--- src/rtl/urna_multi.sv ---
// -----------------------------------------------------------------------------
// urna_multi -- parametrised electronic ballot box.
//
// A voter keys a candidate code (digit + digit_load), may discard it (swap),
// and confirms on a rising edge of valid. Each confirmed vote goes either to a
// per-candidate tally (codes 1..NUM_CAND) or to the null counter. A high
// finish closes the box. The box then scans the tallies one candidate per
// cycle, and after NUM_CAND cycles it reports the winner and any tie.
//
// Ports
//   clk           system clock, rising edge
//   rst_n         synchronous active-low reset
//   digit         keyed candidate code
//   digit_load    latch digit into the code register (OPEN/ENTERED)
//   swap          discard the latched code, back to OPEN
//   valid         confirm; only its 0->1 transition counts
//   finish        close voting (level, sampled every cycle)
//   vote_status   one-cycle pulse after each recorded vote
//   tally         packed counters, candidate k at [k*CNT_W +: CNT_W]
//   null_count    votes with code 0 or > NUM_CAND
//   total_votes   all recorded votes
//   overflow      sticky: a tally or null counter was hit while saturated
//   closed        high while scanning and when done
//   results_valid high when done
//   winner        code of the highest tally (0 if all tallies are zero)
//   tie           highest tally shared by two or more candidates
// -----------------------------------------------------------------------------
module urna_multi #(
   parameter int NUM_CAND = 4,
   parameter int CODE_W   = 4,
   parameter int CNT_W    = 8,
   parameter int IDX_W    = 4
) (
   input  logic                      clk,
   input  logic                      rst_n,
   input  logic [CODE_W-1:0]         digit,
   input  logic                      digit_load,
   input  logic                      swap,
   input  logic                      valid,
   input  logic                      finish,
   output logic                      vote_status,
   output logic [NUM_CAND*CNT_W-1:0] tally,
   output logic [CNT_W-1:0]          null_count,
   output logic [CNT_W+IDX_W-1:0]    total_votes,
   output logic                      overflow,
   output logic                      closed,
   output logic                      results_valid,
   output logic [IDX_W-1:0]          winner,
   output logic                      tie
);

   typedef enum logic [1:0] {ST_OPEN, ST_ENTERED, ST_SCAN, ST_DONE} state_t;

   state_t                   state_reg, state_next;
   logic [CODE_W-1:0]        code_reg;
   logic                     valid_q_reg;
   logic                     vote_status_reg;
   logic [CNT_W-1:0]         null_reg;
   logic [CNT_W+IDX_W-1:0]   total_reg;
   logic                     overflow_reg;
   logic [IDX_W-1:0]         scan_idx_reg;
   logic [CNT_W-1:0]         max_reg;
   logic [IDX_W-1:0]         best_reg;
   logic                     tie_run_reg;
   logic [IDX_W-1:0]         winner_reg;
   logic                     tie_reg;

   logic                     valid_rise;
   logic                     record;
   logic                     code_hit;
   logic                     null_inc;
   logic                     null_sat;
   logic                     last_scan;
   logic [NUM_CAND*CNT_W-1:0] tally_flat;
   logic [NUM_CAND-1:0]      cand_sat;
   logic [CNT_W-1:0]         scan_val;
   logic [CNT_W-1:0]         max_next;
   logic [IDX_W-1:0]         best_next;
   logic                     tie_next;

   assign valid_rise = valid & ~valid_q_reg;
   // finish and swap both take priority over a confirm in the same cycle
   assign record     = (state_reg == ST_ENTERED) & ~finish & ~swap & valid_rise;
   assign code_hit   = (code_reg != '0) && (code_reg <= CODE_W'(NUM_CAND));
   assign null_inc   = record & ~code_hit;
   assign null_sat   = null_inc & (null_reg == '1);
   assign last_scan  = (state_reg == ST_SCAN) && (scan_idx_reg == IDX_W'(NUM_CAND - 1));

   // One saturating counter per candidate
   genvar gi;
   generate
      for (gi = 0; gi < NUM_CAND; gi++) begin : g_cand
         logic [CNT_W-1:0] cnt_reg;
         logic             inc;

         assign inc          = record && (code_reg == CODE_W'(gi + 1));
         assign cand_sat[gi] = inc && (cnt_reg == '1);
         assign tally_flat[gi*CNT_W +: CNT_W] = cnt_reg;

         always_ff @(posedge clk) begin
            if (!rst_n) begin
               cnt_reg <= '0;
            end else if (inc && (cnt_reg != '1)) begin
               cnt_reg <= cnt_reg + CNT_W'(1);
            end
         end
      end
   endgenerate

   // Winner scan step: pick the tally under scan_idx and fold it into the
   // running maximum. A strictly greater tally takes over and clears the tie;
   // an equal non-zero tally only marks the tie, so the lowest code keeps it.
   always_comb begin
      scan_val = '0;
      for (int k = 0; k < NUM_CAND; k++) begin
         if (scan_idx_reg == IDX_W'(k)) begin
            scan_val = tally_flat[k*CNT_W +: CNT_W];
         end
      end
      max_next  = max_reg;
      best_next = best_reg;
      tie_next  = tie_run_reg;
      if (scan_val > max_reg) begin
         max_next  = scan_val;
         best_next = scan_idx_reg + IDX_W'(1);
         tie_next  = 1'b0;
      end else if ((scan_val == max_reg) && (scan_val != '0)) begin
         tie_next  = 1'b1;
      end
   end

   always_comb begin
      state_next = state_reg;
      case (state_reg)
         ST_OPEN: begin
            if (finish)          state_next = ST_SCAN;
            else if (digit_load) state_next = ST_ENTERED;
         end
         ST_ENTERED: begin
            if (finish)          state_next = ST_SCAN;
            else if (swap)       state_next = ST_OPEN;
            else if (valid_rise) state_next = ST_OPEN;
         end
         ST_SCAN: begin
            if (last_scan)       state_next = ST_DONE;
         end
         ST_DONE:                state_next = ST_DONE;
         default:                state_next = ST_OPEN;
      endcase
   end

   always_ff @(posedge clk) begin
      if (!rst_n) begin
         state_reg       <= ST_OPEN;
         code_reg        <= '0;
         valid_q_reg     <= 1'b0;
         vote_status_reg <= 1'b0;
         null_reg        <= '0;
         total_reg       <= '0;
         overflow_reg    <= 1'b0;
         scan_idx_reg    <= '0;
         max_reg         <= '0;
         best_reg        <= '0;
         tie_run_reg     <= 1'b0;
         winner_reg      <= '0;
         tie_reg         <= 1'b0;
      end else begin
         state_reg       <= state_next;
         // Tracked in every state so a valid held high across closing never fires
         valid_q_reg     <= valid;
         vote_status_reg <= record;

         if (record) begin
            total_reg <= total_reg + (CNT_W+IDX_W)'(1);
         end
         if (null_inc && (null_reg != '1)) begin
            null_reg <= null_reg + CNT_W'(1);
         end
         if (null_sat || (|cand_sat)) begin
            overflow_reg <= 1'b1;
         end

         case (state_reg)
            ST_OPEN: begin
               if (finish)          code_reg <= '0;
               else if (digit_load) code_reg <= digit;
            end
            ST_ENTERED: begin
               if (finish || swap || valid_rise) code_reg <= '0;
               else if (digit_load)              code_reg <= digit;
            end
            default:                code_reg <= '0;
         endcase

         if (state_reg == ST_SCAN) begin
            scan_idx_reg <= scan_idx_reg + IDX_W'(1);
            max_reg      <= max_next;
            best_reg     <= best_next;
            tie_run_reg  <= tie_next;
            if (last_scan) begin
               winner_reg <= best_next;
               tie_reg    <= tie_next;
            end
         end else if (state_reg != ST_DONE) begin
            // Keep the scan accumulators primed while voting is open
            scan_idx_reg <= '0;
            max_reg      <= '0;
            best_reg     <= '0;
            tie_run_reg  <= 1'b0;
         end
      end
   end

   assign vote_status   = vote_status_reg;
   assign tally         = tally_flat;
   assign null_count    = null_reg;
   assign total_votes   = total_reg;
   assign overflow      = overflow_reg;
   assign closed        = (state_reg == ST_SCAN) || (state_reg == ST_DONE);
   assign results_valid = (state_reg == ST_DONE);
   assign winner        = winner_reg;
   assign tie           = tie_reg;

endmodule

--- config.mk ---
export PLATFORM = sky130hd
export DESIGN_NAME = urna_multi
export DESIGN_NICKNAME = d
export VERILOG_FILES = /design/src/rtl/urna_multi.sv
export SDC_FILE = /design/constraint.sdc
export NUM_CORES = 1
export LEC_CHECK = 0
export CORE_MARGIN = 2
export CORE_UTILIZATION = 49
export DETAILED_ROUTE_END_ITERATION = 8
export GPL_ROUTABILITY_DRIVEN = 0
export GPL_TIMING_DRIVEN = 0
export HOLD_SLACK_MARGIN = 0.15
export PLACE_DENSITY = 0.72
export SYNTH_ARGS = -nofsm -noshare
export SYNTH_HDL_FRONTEND = slang
export SYNTH_SLANG_ARGS = --single-unit
--- constraint.sdc ---
create_clock -name clk -period 4.24 [get_ports clk]
set_clock_uncertainty 0.2 [all_clocks]
set_input_delay 0.848 -clock clk [delete_from_list [all_inputs] [get_ports clk]]
set_output_delay 0.848 -clock clk [all_outputs]
set_load 0.01 [all_outputs]
# Yosys cells after proc, flatten, opt, wreduce, memory -nomap -nowiden
# Cells that the tools add are included.
[word_totals]
reg_bits = 83
latch_bits = 0
ram_bits = 0
rom_bits = 0
inputBits = 10
out_inout_bits = 61
elab_cells = 117
memories = 0
[classes]
addsub = 7
mul = 0
n_div = 0
order_cmp = 2
eq_ne = 26
shifts = 0
mux = 26
bitwise = 10
reduce_logical = 29
[op_table]
columns = ["op", "n"]
rows = [
  ["$mux W8", 7],
  ["$add A8 B1 Y8 const B", 5],
  ["$eq A8 B8 Y1 const B", 5],
  ["$ne A8 B8 Y1 const B", 5],
  ["$mux W4", 7],
  ["$eq A4 B2 Y1 const B", 4],
  ["$logic_and A1 B1 Y1", 16],
  ["$add A12 B1 Y12 const B", 1],
  ["$mux W2", 6],
  ["$eq A4 B1 Y1 const B", 2],
  ["$eq A8 B8 Y1", 1],
  ["$gt A8 B8 Y1", 1],
  ["$pmux W2 S4", 1],
  ["$pmux W4 S2", 1],
  ["$reduce_bool A8 Y1", 1],
  ["$and A1 B1 Y1", 6],
  ["$ne A2 B2 Y1 const B", 3],
  ["$add A4 B1 Y4 const B", 1],
  ["$eq A2 B2 Y1 const B", 2],
  ["$eq A4 B3 Y1 const B", 1],
  ["$le A4 B3 Y1 const B", 1],
  ["$logic_not A4 Y1", 1],
  ["$logic_or A1 B1 Y1", 4],
  ["$mux W1", 4],
  ["other kinds (10)", 14],
]

# Logic depth before layout (Yosys ltp)
# Gate-level depths: netlist of run 1.
[logic_depth]
depth_word = 10
mapped_depth = 16
depth_no_buf = 13

# Worst setup path before layout of run 1
# Ideal clock, no wire load.
[synth_timing]
path_kind = "reg2reg"
from = "register scan_idx_reg[0]"
to = "register best_reg[2]"
setup_ps = 137
arrival_time_ps = 2882
required_time_ps = 3903
path_slack_ps = 1020
path_stages_with_launch = 15
n_path_buf = 2
synth_period_minus_slack_ps = 3220
cell_sequence = "dfxtp_1 > inv_1 > ha_1 > nor2b_1 > buf_2 > a221o_1 > a32oi_1 > inv_1 > ha_1 > o21ai_0 > a21oi_1 > o21ai_2 > a211oi_4 > clkbuf_1 > a211oi_1"
[synth_between]
elab_chain_cells = 8
word_cells_on_any_way = 12
classes_between = "add/sub: 1; order compare: 1; eq/ne: 3; mux: 6; reduce/logical: 1"
[synth_lines]
columns = ["element", "line_no", "text"]
rows = [
  ["from (decl)", "61", "logic [IDX_W-1:0] scan_idx_reg;"],
  ["from (signal assigned)", "196", "scan_idx_reg <= scan_idx_reg + IDX_W'(1);"],
  ["$logic_not A4 Y1", "116", "if (scan_idx_reg == IDX_W'(k)) begin"],
  ["$mux W8 (4 in a row)", "116", ""],
  ["$gt A8 B8 Y1", "123", "if (scan_val > max_reg) begin"],
  ["$mux W4 (*)", "123", ""],
  ["$mux W4 (*)", "195", "if (state_reg == ST_SCAN) begin"],
  ["to (signal assigned)", "198", "best_reg <= best_next;"],
  ["to (decl)", "63", "logic [IDX_W-1:0] best_reg;"],
]
# Every way passes the cells marked *; elsewhere a longest branch is shown, timed or not.
# A chain may end at the register's enable or synchronous reset.

# Worst setup path in the final report of run 1
[layout_timing]
from = "register scan_idx_reg[0]"
to = "register max_reg[7]"
[layout_between]
elab_chain_cells = 8
word_cells_on_any_way = 13
classes_between = "order compare: 1; eq/ne: 4; mux: 6; reduce/logical: 2"
[layout_lines]
columns = ["element", "line_no", "text"]
rows = [
  ["$logic_not A4 Y1", "116", ""],
  ["$mux W8 (3 in a row)", "116", ""],
  ["$mux W8 (*)", "116", ""],
  ["$gt A8 B8 Y1", "123", ""],
  ["$ne A2 B2 Y1 (no source line)", "-", ""],
  ["$reduce_and A2 Y1 (no source line)", "-", ""],
  ["to (signal assigned)", "197", "max_reg <= max_next;"],
  ["to (decl)", "62", "logic [CNT_W-1:0] max_reg;"],
]
# Every way passes the cells marked *; elsewhere a longest branch is shown, timed or not. The select of a mux whose other input is x is not followed.

==> results.md, run 1 <==
* Total wire length at 10600 um
* Worst flop-to-flop path startpoint: scan_idx_reg[0]
* Ys Warns at 0
* RSZ-0062 raised after global routing: false
* Fin Setup TNS at 0 ns
* Final Hold Fails at 0
* Site Rows at 34
* R2R Setup Slk at 0.34 ns
* Placed cell count at 648
* CP Class: reg2reg
* Layout overhead on the synthesized area at 23.9%
* Setup violations, final at 0
* Crit end category: register
* Largest net degree at the start of global routing at 15
* DR pass1 iterations at 5
* Initial Util at 49.6%
* Ant. Diodes at 0
* Startpoint types: register
* Core area at 8590 sq um
* Syn Nets at 500
* Die W at 97.3 um
* Post-DP Area at 5080 sq um
* Worst-path clk slew at 0.08 ns
* Total track usage at 22.7%
* Share of layout cells above drive strength 1 at 8.09%
* Cells after Synth at 472
* Clk buf depth at 2
* Buffers on Ports at 68
* Hold crit path type: reg2reg
* DRC violations left at 0
* Sequential fraction of the synthesis area at 39.0%
* Nets at 579
* CP Max Fanout at 10
* TritonCTS clock tree: done
* Initial DRC Count at 247
* PwrDens at 418 nW/um^2
* Setup bufs post-CTS at 0
* Cts hold-fix bufs at 0
* Final HPWL DP at 7850 um
* DR vias/cell at 5.69
* Post-Syn Area per Cell at 9.03 sq um
* IO Pins at 71
* Slew HR at 61.2%
* Reg2Reg Depth at 13
* Initial antenna violation count at 0
* TritonCTS buffer count at 9
* R2r endpoint: max_reg[7]
* Clk_lat worst skew at 0.35 ns
* Worst-Margin Slew at 0.578 ns
* Period minus WS final at 3.90 ns
* Hold Path Cell Cnt at 2
* Min-Delay Startpoint: tie_run_reg
* Distinct cells, synth at 53
* Async SR Flop Fraction at 0%
* Number of flip-flops in the largest register at 32
* Register bit total from synthesis at 83
* Fmax at 0.256 GHz
* Routed length per instance at 16.0 um
* Non-filler cells, final at 664
* Vias at 3777
* Pleak at 1.91 nW
* CP arrival at 3.92 ns
* Post-Syn Area at 4260 sq um
* Tcrit/Tclk final at 92.0%
* Clk sink count at 83
* GRT overflow at 0
* Most common flop cell mapped by yosys: dfxtp_1
* Die area at 9460 sq um
* Vias in the first global route at 3751
* Die Height at 97.3 um
* WHS Endpoint: tie_run_reg
* Post-route cell area at 5280 sq um
* Post-route ant nets at 0
* Status: completed
* Post-CTS Resized at 0
* Slew Limit Fails at 0
* Worst EP required at 4.26 ns
* First-pass GRT wire length at 17700 um
* Peak supply drop at 220 uV
* Root Driver: clkbuf_8
* H-tree levels at 3
* Maxcap violations at 0
* Number of enable flip-flop cells after synthesis at 0
[cell usage after synthesis (all sizes together), types with 2 or more instances]
cell type / n / share of area (%)
dfxtp: 83 / 39
nor2: 73 / 6.7
nand3: 27 / 3.4
nand2: 23 / 2.0
xor2: 23 / 4.7
xnor2: 22 / 4.5
inv: 21 / 1.8
ha: 18 / 5.3
nand4: 16 / 2.7
a211oi: 15 / 2.9
nor3: 14 / 3.1
a21oi: 12 / 1.4
clkbuf: 12 / 1.1
mux2i: 12 / 2.8
o21ai: 12 / 1.5
and2: 11 / 1.6
and3: 10 / 1.5
buf: 9 / 1.2
nor4: 9 / 2.7
a221o: 8 / 1.9
a32oi: 8 / 1.8
nand2b: 7 / 1.0
and4: 3 / 0.62
or2b: 3 / 0.53
or3: 3 / 0.44
nand3b: 2 / 0.35
nor2b: 2 / 0.29
o211a: 2 / 0.47
o21a: 2 / 0.35
[through the flow]
stage	hold WS (ns)	power (mW)	worst slack (ns)	utilization, %
floorplan	0.241	1.46	1.02	-
global placement	0.257	1.61	0.450	59.1
detailed placement	0.265	1.64	0.412	59.1
CTS	0.277	2.22	0.393	61.4
global route	0.301	2.34	0.0273	61.4
finish	0.273	2.21	0.339	61.4
[kinds of logic (layout without fill, tap and decap cells)]
family | after synthesis | after routing | share of synthesized area [%]
DFF | 83 | 83 | 39.0
muxes | 12 | 12 | 2.82
AOI/OAI and AO/OA | 64 | 64 | 11.3
xor gates and xnor gates | 45 | 45 | 9.25
buffers and inverters | 42 | 126 | 4.11
adders and majority gates | 18 | 18 | 5.28
and+or+nand+nor | 208 | 208 | 28.3
[critical path, stage by stage (launching register included)]
cell	delay [ns]
dfxtp_1	0.46
inv_1	0.13
ha_1	0.31
clkbuf_1	0.24
a221o_1	0.31
a32oi_1	0.36
inv_1	0.09
ha_1	0.32
o21ai_0	0.09
a21oi_1	0.18
o21ai_2	0.10
a211oi_4	0.39
clkbuf_1	0.44
a211oi_1	0.16
[per-layer routing]
metal  part of all wire (%)  track usage, %
met1                     45            28.5
met2                     48            38.1
met3                    5.2            4.39
met4                    1.7            9.51
met5                      0               0
[how the worst max path moves through the flow]
stage | endpoint | start | cells after the start | slack [ns]
floorplan | best_reg[2] | scan_idx_reg[0] | 14 | 1.02
global placement | max_reg[4] | scan_idx_reg[0] | 13 | 0.45
CTS | best_reg[2] | scan_idx_reg[0] | 13 | 0.39
detailed placement | max_reg[2] | scan_idx_reg[0] | 13 | 0.41
finish | max_reg[7] | scan_idx_reg[0] | 13 | 0.34
global route | max_reg[7] | scan_idx_reg[0] | 13 | 0.03
[area by class of cell]
type | instances | area [sq um]
inverter | 21 | 78.8
fill | 746 | 3310
multi-input combinational | 347 | 2420
tap | 108 | 135
timing repair buffer | 68 | 681
sequential | 83 | 1660
clock inverter | 6 | 63.8
clock buffer | 10 | 138
buffer | 21 | 96.3
[report_power, final]
part           internal (mW)  switching, mW  leakage (nW)
Clock                  0.288          0.297        0.0987
Combinational          0.271          0.495          1.14
Sequential             0.829         0.0269         0.670
Total                   1.39          0.818          1.91
[cell usage in the layout (no fill, tap or decap), types with 4 or more instances in the layout]
cell             count
a211oi_1            14
a21oi_1             12
a221o_1              8
a32oi_1              7
and2_1              11
and3_1              10
buf_4                4
clkbuf_1            12
clkbuf_8            10
clkdlybuf4s50_1     68
dfxtp_1             83
ha_1                18
inv_1               21
mux2i_1             12
nand2_1             23
nand2b_1             7
nand3_1             25
nand4_1             15
nor2_1              71
nor3_1               7
nor3_4               4
nor4_1               4
o21ai_0              9
xnor2_1             22
xor2_1              23
(Power assumes the default switching activity.)
==> run 2: changes to the inputs <==
GPL_TIMING_DRIVEN = unset   (was 0)
==> run 2 against run 1 <==
Net effect: setup slack improved by 0.033 ns; wire length fell by 3.5%; critical path type unchanged; hold slack improved by 0.0083 ns.
==> results.md, run 2 (synthesized netlist as in run 1, its figures left out) <==
* H-tree levels at 3 (unchanged)
* Pint at 1.45 mW (was 1.39 mW)
* PwrDens at 427 nW/um^2 (was 418 nW/um^2)
* Layout overhead on the synthesized area at 23.2% (was 23.9%)
* Logic gate share of total power at 32.8% (was 34.7%)
* Fin Setup TNS at 0 ns (unchanged)
* Slew Limit Fails at 0 (unchanged)
* Initial antenna violation count at 0 (unchanged)
* Initial DRC Count at 212 (was 247)
* Slew HR at 55.6% (was 61.2%)
* Setup bufs post-CTS at 0 (unchanged)
* Sw frac at 35.1% (was 37.1%)
* Peak supply drop at 385 uV (was 220 uV)
* Vias at 3652 (was 3777)
* RSZ-0062 raised after global routing: false (unchanged)
* Commonest cells after routing, fill and taps aside: 83 x dfxtp_1, 71 x nor2_1, 70 x clkdlybuf4s50_1, 25 x nand3_1 (was 83 x dfxtp_1, 71 x nor2_1, 68 x clkdlybuf4s50_1, 25 x nand3_1)
* Largest net degree at the start of global routing at 29 (was 15)
* Clk_lat worst skew at 0.36 ns (was 0.35 ns)
* Seq pwr share at 38.4% (was 38.8%)
* Root Driver: clkbuf_8 (unchanged)
* Hold crit path type: reg2reg (unchanged)
* R2R Setup Slk at 0.37 ns (was 0.34 ns)
* DRC violations left at 0 (unchanged)
* Crit end category: register (unchanged)
* Post-CTS Resized at 0 (unchanged)
* Total power at 2.24 mW (was 2.21 mW)
* Final Hold Fails at 0 (unchanged)
* DR vias/cell at 5.64 (was 5.69)
* Buffers on Ports at 70 (was 68)
* Cts hold-fix bufs at 0 (unchanged)
* CP Class: reg2reg (unchanged)
* Status: completed (unchanged)
* Number of flip-flops in the largest register at 32 (unchanged)
* Final HPWL DP at 7320 um (was 7850 um)
* DR pass1 iterations at 6 (was 5)
* First-pass GRT wire length at 17000 um (was 17700 um)
* Routed length per instance at 15.8 um (was 16.0 um)
* Nets at 563 (was 579)
* Initial Util at 49.6% (unchanged)
* Die area at 9460 sq um (unchanged)
* Tcrit/Tclk final at 91.2% (was 92.0%)
* Final Util at 61.1% (was 61.4%)
* Total track usage at 21.8% (was 22.7%)
* Setup violations, final at 0 (unchanged)
* Switching Power at 0.786 mW (was 0.818 mW)
* Fillers at 742 (was 746)
* Dpl ws at 0.495 ns (was 0.412 ns)
* Final worst slack at 0.372 ns (was 0.339 ns)
* Worst-Margin Slew at 0.666 ns (was 0.578 ns)
* Total wire length at 10200 um (was 10600 um)
* Ant. Diodes at 0 (unchanged)
* Worst-path clk slew at 0.08 ns (about the same)
* Die Height at 97.3 um (unchanged)
* Most common cell after layout, fill and taps aside: dfxtp_1 (unchanged)
* Share of layout cells above drive strength 1 at 7.61% (was 8.09%)
* GRT overflow at 0 (unchanged)
* Vias in the first global route at 3504 (was 3751)
* Core area at 8590 sq um (unchanged)
* Post-route ant nets at 0 (unchanged)
* CP Max Fanout at 15 (was 10)
* Maxcap violations at 0 (unchanged)
* Period minus WS final at 3.87 ns (was 3.90 ns)
* Clk buf depth at 2 (unchanged)
* Worst EP required at 4.30 ns (was 4.26 ns)
* Clock share of power at 28.8% (was 26.5%)
* IO Pins at 71 (unchanged)
* Startpoint types: register (unchanged)
* Pleak at 1.90 nW (was 1.91 nW)
* Fmax at 0.259 GHz (was 0.256 GHz)
* Clk sink count at 83 (unchanged)
* Die W at 97.3 um (unchanged)
* TritonCTS buffer count at 9 (unchanged)
* CP arrival at 3.92 ns (about the same)
* TritonCTS clock tree: done (unchanged)
* Site Rows at 34 (unchanged)
-- run 2: cell types whose count changed in the layout (fill, tap and decap cells not counted), moves of 2 or more --
cell / change
clkinvlp_4: -2
clkdlybuf4s50_1: +2
clkbuf_1: -12
buf_1: -3
buf_2: -2
-- run 2: worst paths after layout --
path	to	cells after the start	start
setup / recovery	max_reg[4]	13	scan_idx_reg[0]
hold reg to reg	winner[0]	2	winner[0]
hold / removal	winner[0]	2	winner[0]
setup reg to reg	max_reg[4]	13	scan_idx_reg[0]
-- run 2: final cells by class --
type                            count  area (sq um)  area share, %
Sequential cell                    83          1660           31.7
Clock buffer                       11           151           2.88
Multi-Input combinational cell    347          2420           46.2
Inverter                           21          78.8           1.50
Timing Repair Buffer               73           723           13.8
Clock inverter                      4          73.8           1.41
Tap cell                          108           135           2.57
-- run 2: per-stage QoR --
step           instances  area [sq um]  hold slack [ns]
6_report             647          5250            0.282
5_1_grt              647          5250            0.310
4_1_cts              647          5250            0.288
3_5_place_dp         632          5020            0.272
3_3_place_gp         632          5020            0.262
2_1_floorplan        472          4260            0.241
-- run 2: critical path: stages, from the launching register on --
cell and delay (ns):
dfxtp_1 0.45, ha_1 0.38, nor2b_1 0.20, a221o_1 0.33
a32oi_1 0.38, inv_1 0.09, ha_1 0.32, nand2b_1 0.07
a21oi_1 0.19, o21ai_2 0.11, a211oi_4 0.47, buf_4 0.29
nor2_1 0.06, a211oi_1 0.23
-- run 2: routing by layer --
metal	vias to the layer above	GRT usage [%]	part of all wire, %
met1	1774	28.9	45
met5	-	0	0
met2	85	35.3	48
li1	1780	-	-
met3	13	4.24	5.2
met4	0	8.33	1.7
-- run 2: power groups by stage --
stage | logic, mW | clock network [mW] | registers (mW)
after global placement | 0.697 | 0 | 0.876
after detailed placement | 0.718 | 0 | 0.878
after floorplan | 0.597 | 0 | 0.867
final | 0.733 | 0.646 | 0.860
after CTS | 0.728 | 0.655 | 0.860
after global routing | 0.824 | 0.692 | 0.866
==> run 3: changes to the inputs <==
CORE_UTILIZATION = 45   (was 49)
PLACE_DENSITY = 0.67   (was 0.72)
==> run 3 against run 2 <==
Net effect: register-to-register slack better by 0.26 ns; clock power is 12% lower; combinational power is 1% higher; critical endpoint is now winner[3]; highest routed layer unchanged.
==> results.md, run 3 (synthesized netlist as in run 1, its figures left out) <==
* Slew HR at 54.8% (was 55.6%)
* Number of flip-flops in the largest register at 32 (unchanged)
* Worst-path clk slew at 0.08 ns (about the same)
* Fillers at 853 (was 742)
* Fmax at 0.277 GHz (was 0.259 GHz)
* RSZ-0062 raised after global routing: false (unchanged)
* Post-route ant nets at 0 (unchanged)
* Multi-input gate area at 2420 sq um (unchanged)
* Pleak at 1.87 nW (was 1.90 nW)
* Peak supply drop at 536 uV (was 385 uV)
* Max stage delay on crit path at 0.45 ns (was 0.47 ns)
* PwrDens at 415 nW/um^2 (was 427 nW/um^2)
* Setup violations, final at 0 (unchanged)
* Maxcap violations at 0 (unchanged)
* Post-route cell area at 5220 sq um (was 5250 sq um)
* Die W at 101 um (was 97.3 um)
* First-pass GRT wire length at 16700 um (was 17000 um)
* Commonest cells after routing, fill and taps aside: 83 x dfxtp_1, 71 x nor2_1, 70 x clkdlybuf4s50_1, 25 x nand3_1 (unchanged)
* Layout overhead on the synthesized area at 22.5% (was 23.2%)
* CP arrival at 3.68 ns (was 3.92 ns)
* Seq pwr share at 39.6% (was 38.4%)
* Post-DP Area at 5030 sq um (was 5020 sq um)
* Largest net degree at the start of global routing at 49 (was 29)
* Nets at 563 (unchanged)
* Switching Power at 0.777 mW (was 0.786 mW)
* Logic gate share of total power at 34.2% (was 32.8%)
* Clock share of power at 26.2% (was 28.8%)
* Pint at 1.39 mW (was 1.45 mW)
* CP max-delay cell: dfxtp_1 (was a211oi_4)
* Die Height at 101 um (was 97.3 um)
* Root Driver: clkbuf_8 (unchanged)
* Clk_lat worst skew at 0.36 ns (about the same)
* Crit path max-delay family: compound AO/OA/AOI/OAI gates (unchanged)
* Vias in the first global route at 3463 (was 3504)
* Core area at 9200 sq um (was 8590 sq um)
* Initial antenna violation count at 0 (unchanged)
* Die area at 10300 sq um (was 9460 sq um)
* Initial DRC Count at 150 (was 212)
* Crit end category: register (unchanged)
* Reg area at 1660 sq um (unchanged)
* Cts hold-fix bufs at 0 (unchanged)
* Sw frac at 35.9% (was 35.1%)
* Ant. Diodes at 0 (unchanged)
* Startpoint types: register (unchanged)
* DR vias/cell at 5.57 (was 5.64)
* Routed length per instance at 15.5 um (was 15.8 um)
* TritonCTS clock tree: done (unchanged)
* Buffer and inverter count on the worst path at 1 (was 2)
* Clk sink count at 83 (unchanged)
* Slew Limit Fails at 0 (unchanged)
* CP cell instances: ha_1, nor2b_1, a221o_1, a32oi_1, inv_1, ha_1, nand4_1, nor3_1, a21oi_1, and2_1, o32ai_1 (was ha_1, nor2b_1, a221o_1, a32oi_1, inv_1, ha_1, nand2b_1, a21oi_1, o21ai_2, a211oi_4, buf_4, nor2_1, a211oi_1)
* Status: completed (unchanged)
* Fin Setup TNS at 0 ns (unchanged)
* Final Hold Fails at 0 (unchanged)
* Hold crit path type: reg2reg (unchanged)
* GRT overflow at 0 (unchanged)
* Tcrit/Tclk final at 85.2% (was 91.2%)
* Initial Util at 46.3% (was 49.6%)
* CP Class: reg2reg (unchanged)
* H-tree levels at 3 (unchanged)
* Clk buf depth at 2 (unchanged)
* Crit path top cell by count: ha_1 (unchanged)
* Final Util at 56.8% (was 61.1%)
* Setup bufs post-CTS at 0 (unchanged)
* Vias at 3626 (was 3652)
* Post-CTS Resized at 0 (unchanged)
* Worst EP required at 4.31 ns (was 4.30 ns)
* DR pass1 iterations at 4 (was 6)
* Buffers on Ports at 70 (unchanged)
* Share of layout cells above drive strength 1 at 7.41% (was 7.61%)
* DRC violations left at 0 (unchanged)
* IO Pins at 71 (unchanged)
* Total track usage at 20.4% (was 21.8%)
* Total power at 2.17 mW (was 2.24 mW)
* Most common cell after layout, fill and taps aside: dfxtp_1 (unchanged)
* Site Rows at 35 (was 34)
* Total wire length at 10100 um (was 10200 um)
* Period minus WS final at 3.61 ns (was 3.87 ns)
* Final HPWL DP at 7420 um (was 7320 um)
* Worst-Margin Slew at 0.676 ns (was 0.666 ns)
* TritonCTS buffer count at 9 (unchanged)
* CP Max Fanout at 9 (was 15)
[run 3: cell count changes in the layout (fill, tap and decap cells not counted), sizes merged]
cell,before,now
clkinvlp,0,3
clkinv,2,0
bufinv,2,1
inv,21,22
[run 3: worst paths after layout]
kind                                      start           to  slack [ns]  cells past startpoint
worst max-delay path            scan_idx_reg[0]    winner[3]        0.63                     11
worst min-delay path                tie_run_reg  tie_run_reg        0.28                      2
worst max register to register  scan_idx_reg[0]    winner[3]        0.63                     11
worst min register to register      tie_run_reg  tie_run_reg        0.28                      2
[run 3: cell type report]
type,count,area share (%)
Sequential cell,83,31.8
Tap cell,111,2.66
Clock inverter,5,1.17
Multi-Input combinational cell,347,46.5
Clock buffer,11,2.52
Inverter,21,1.51
Timing Repair Buffer,73,13.9
[run 3: tightest hold or removal path, stage by stage, from the launching register on]
cell      delay (ns)
dfxtp_1         0.30
inv_1           0.07
a211oi_1        0.06
[run 3: per-stage QoR]
step                      hold slack (ns)  std cells  worst slack [ns]
final                               0.282        651             0.628
after global routing                0.310        651             0.300
after CTS                           0.288        651             0.627
after detailed placement            0.270        635             0.640
after global placement              0.264        635             0.805
after floorplan                     0.241        472              1.02
[run 3: power by group through the flow]
stage / logic, mW / registers, mW / clock network [mW]
2_1_floorplan: 0.597 / 0.867 / 0
3_3_place_gp: 0.720 / 0.876 / 0
3_5_place_dp: 0.738 / 0.878 / 0
4_1_cts: 0.740 / 0.860 / 0.582
5_1_grt: 0.848 / 0.866 / 0.613
6_report: 0.740 / 0.859 / 0.568
[run 3: routing by layer]
metal,up-vias,part of all wire (%),track usage [%]
met1,1728,46,26.1
met3,16,5.4,4.90
met2,94,46,33.6
met4,0,2.1,7.38
li1,1788,-,-
met5,-,0,0
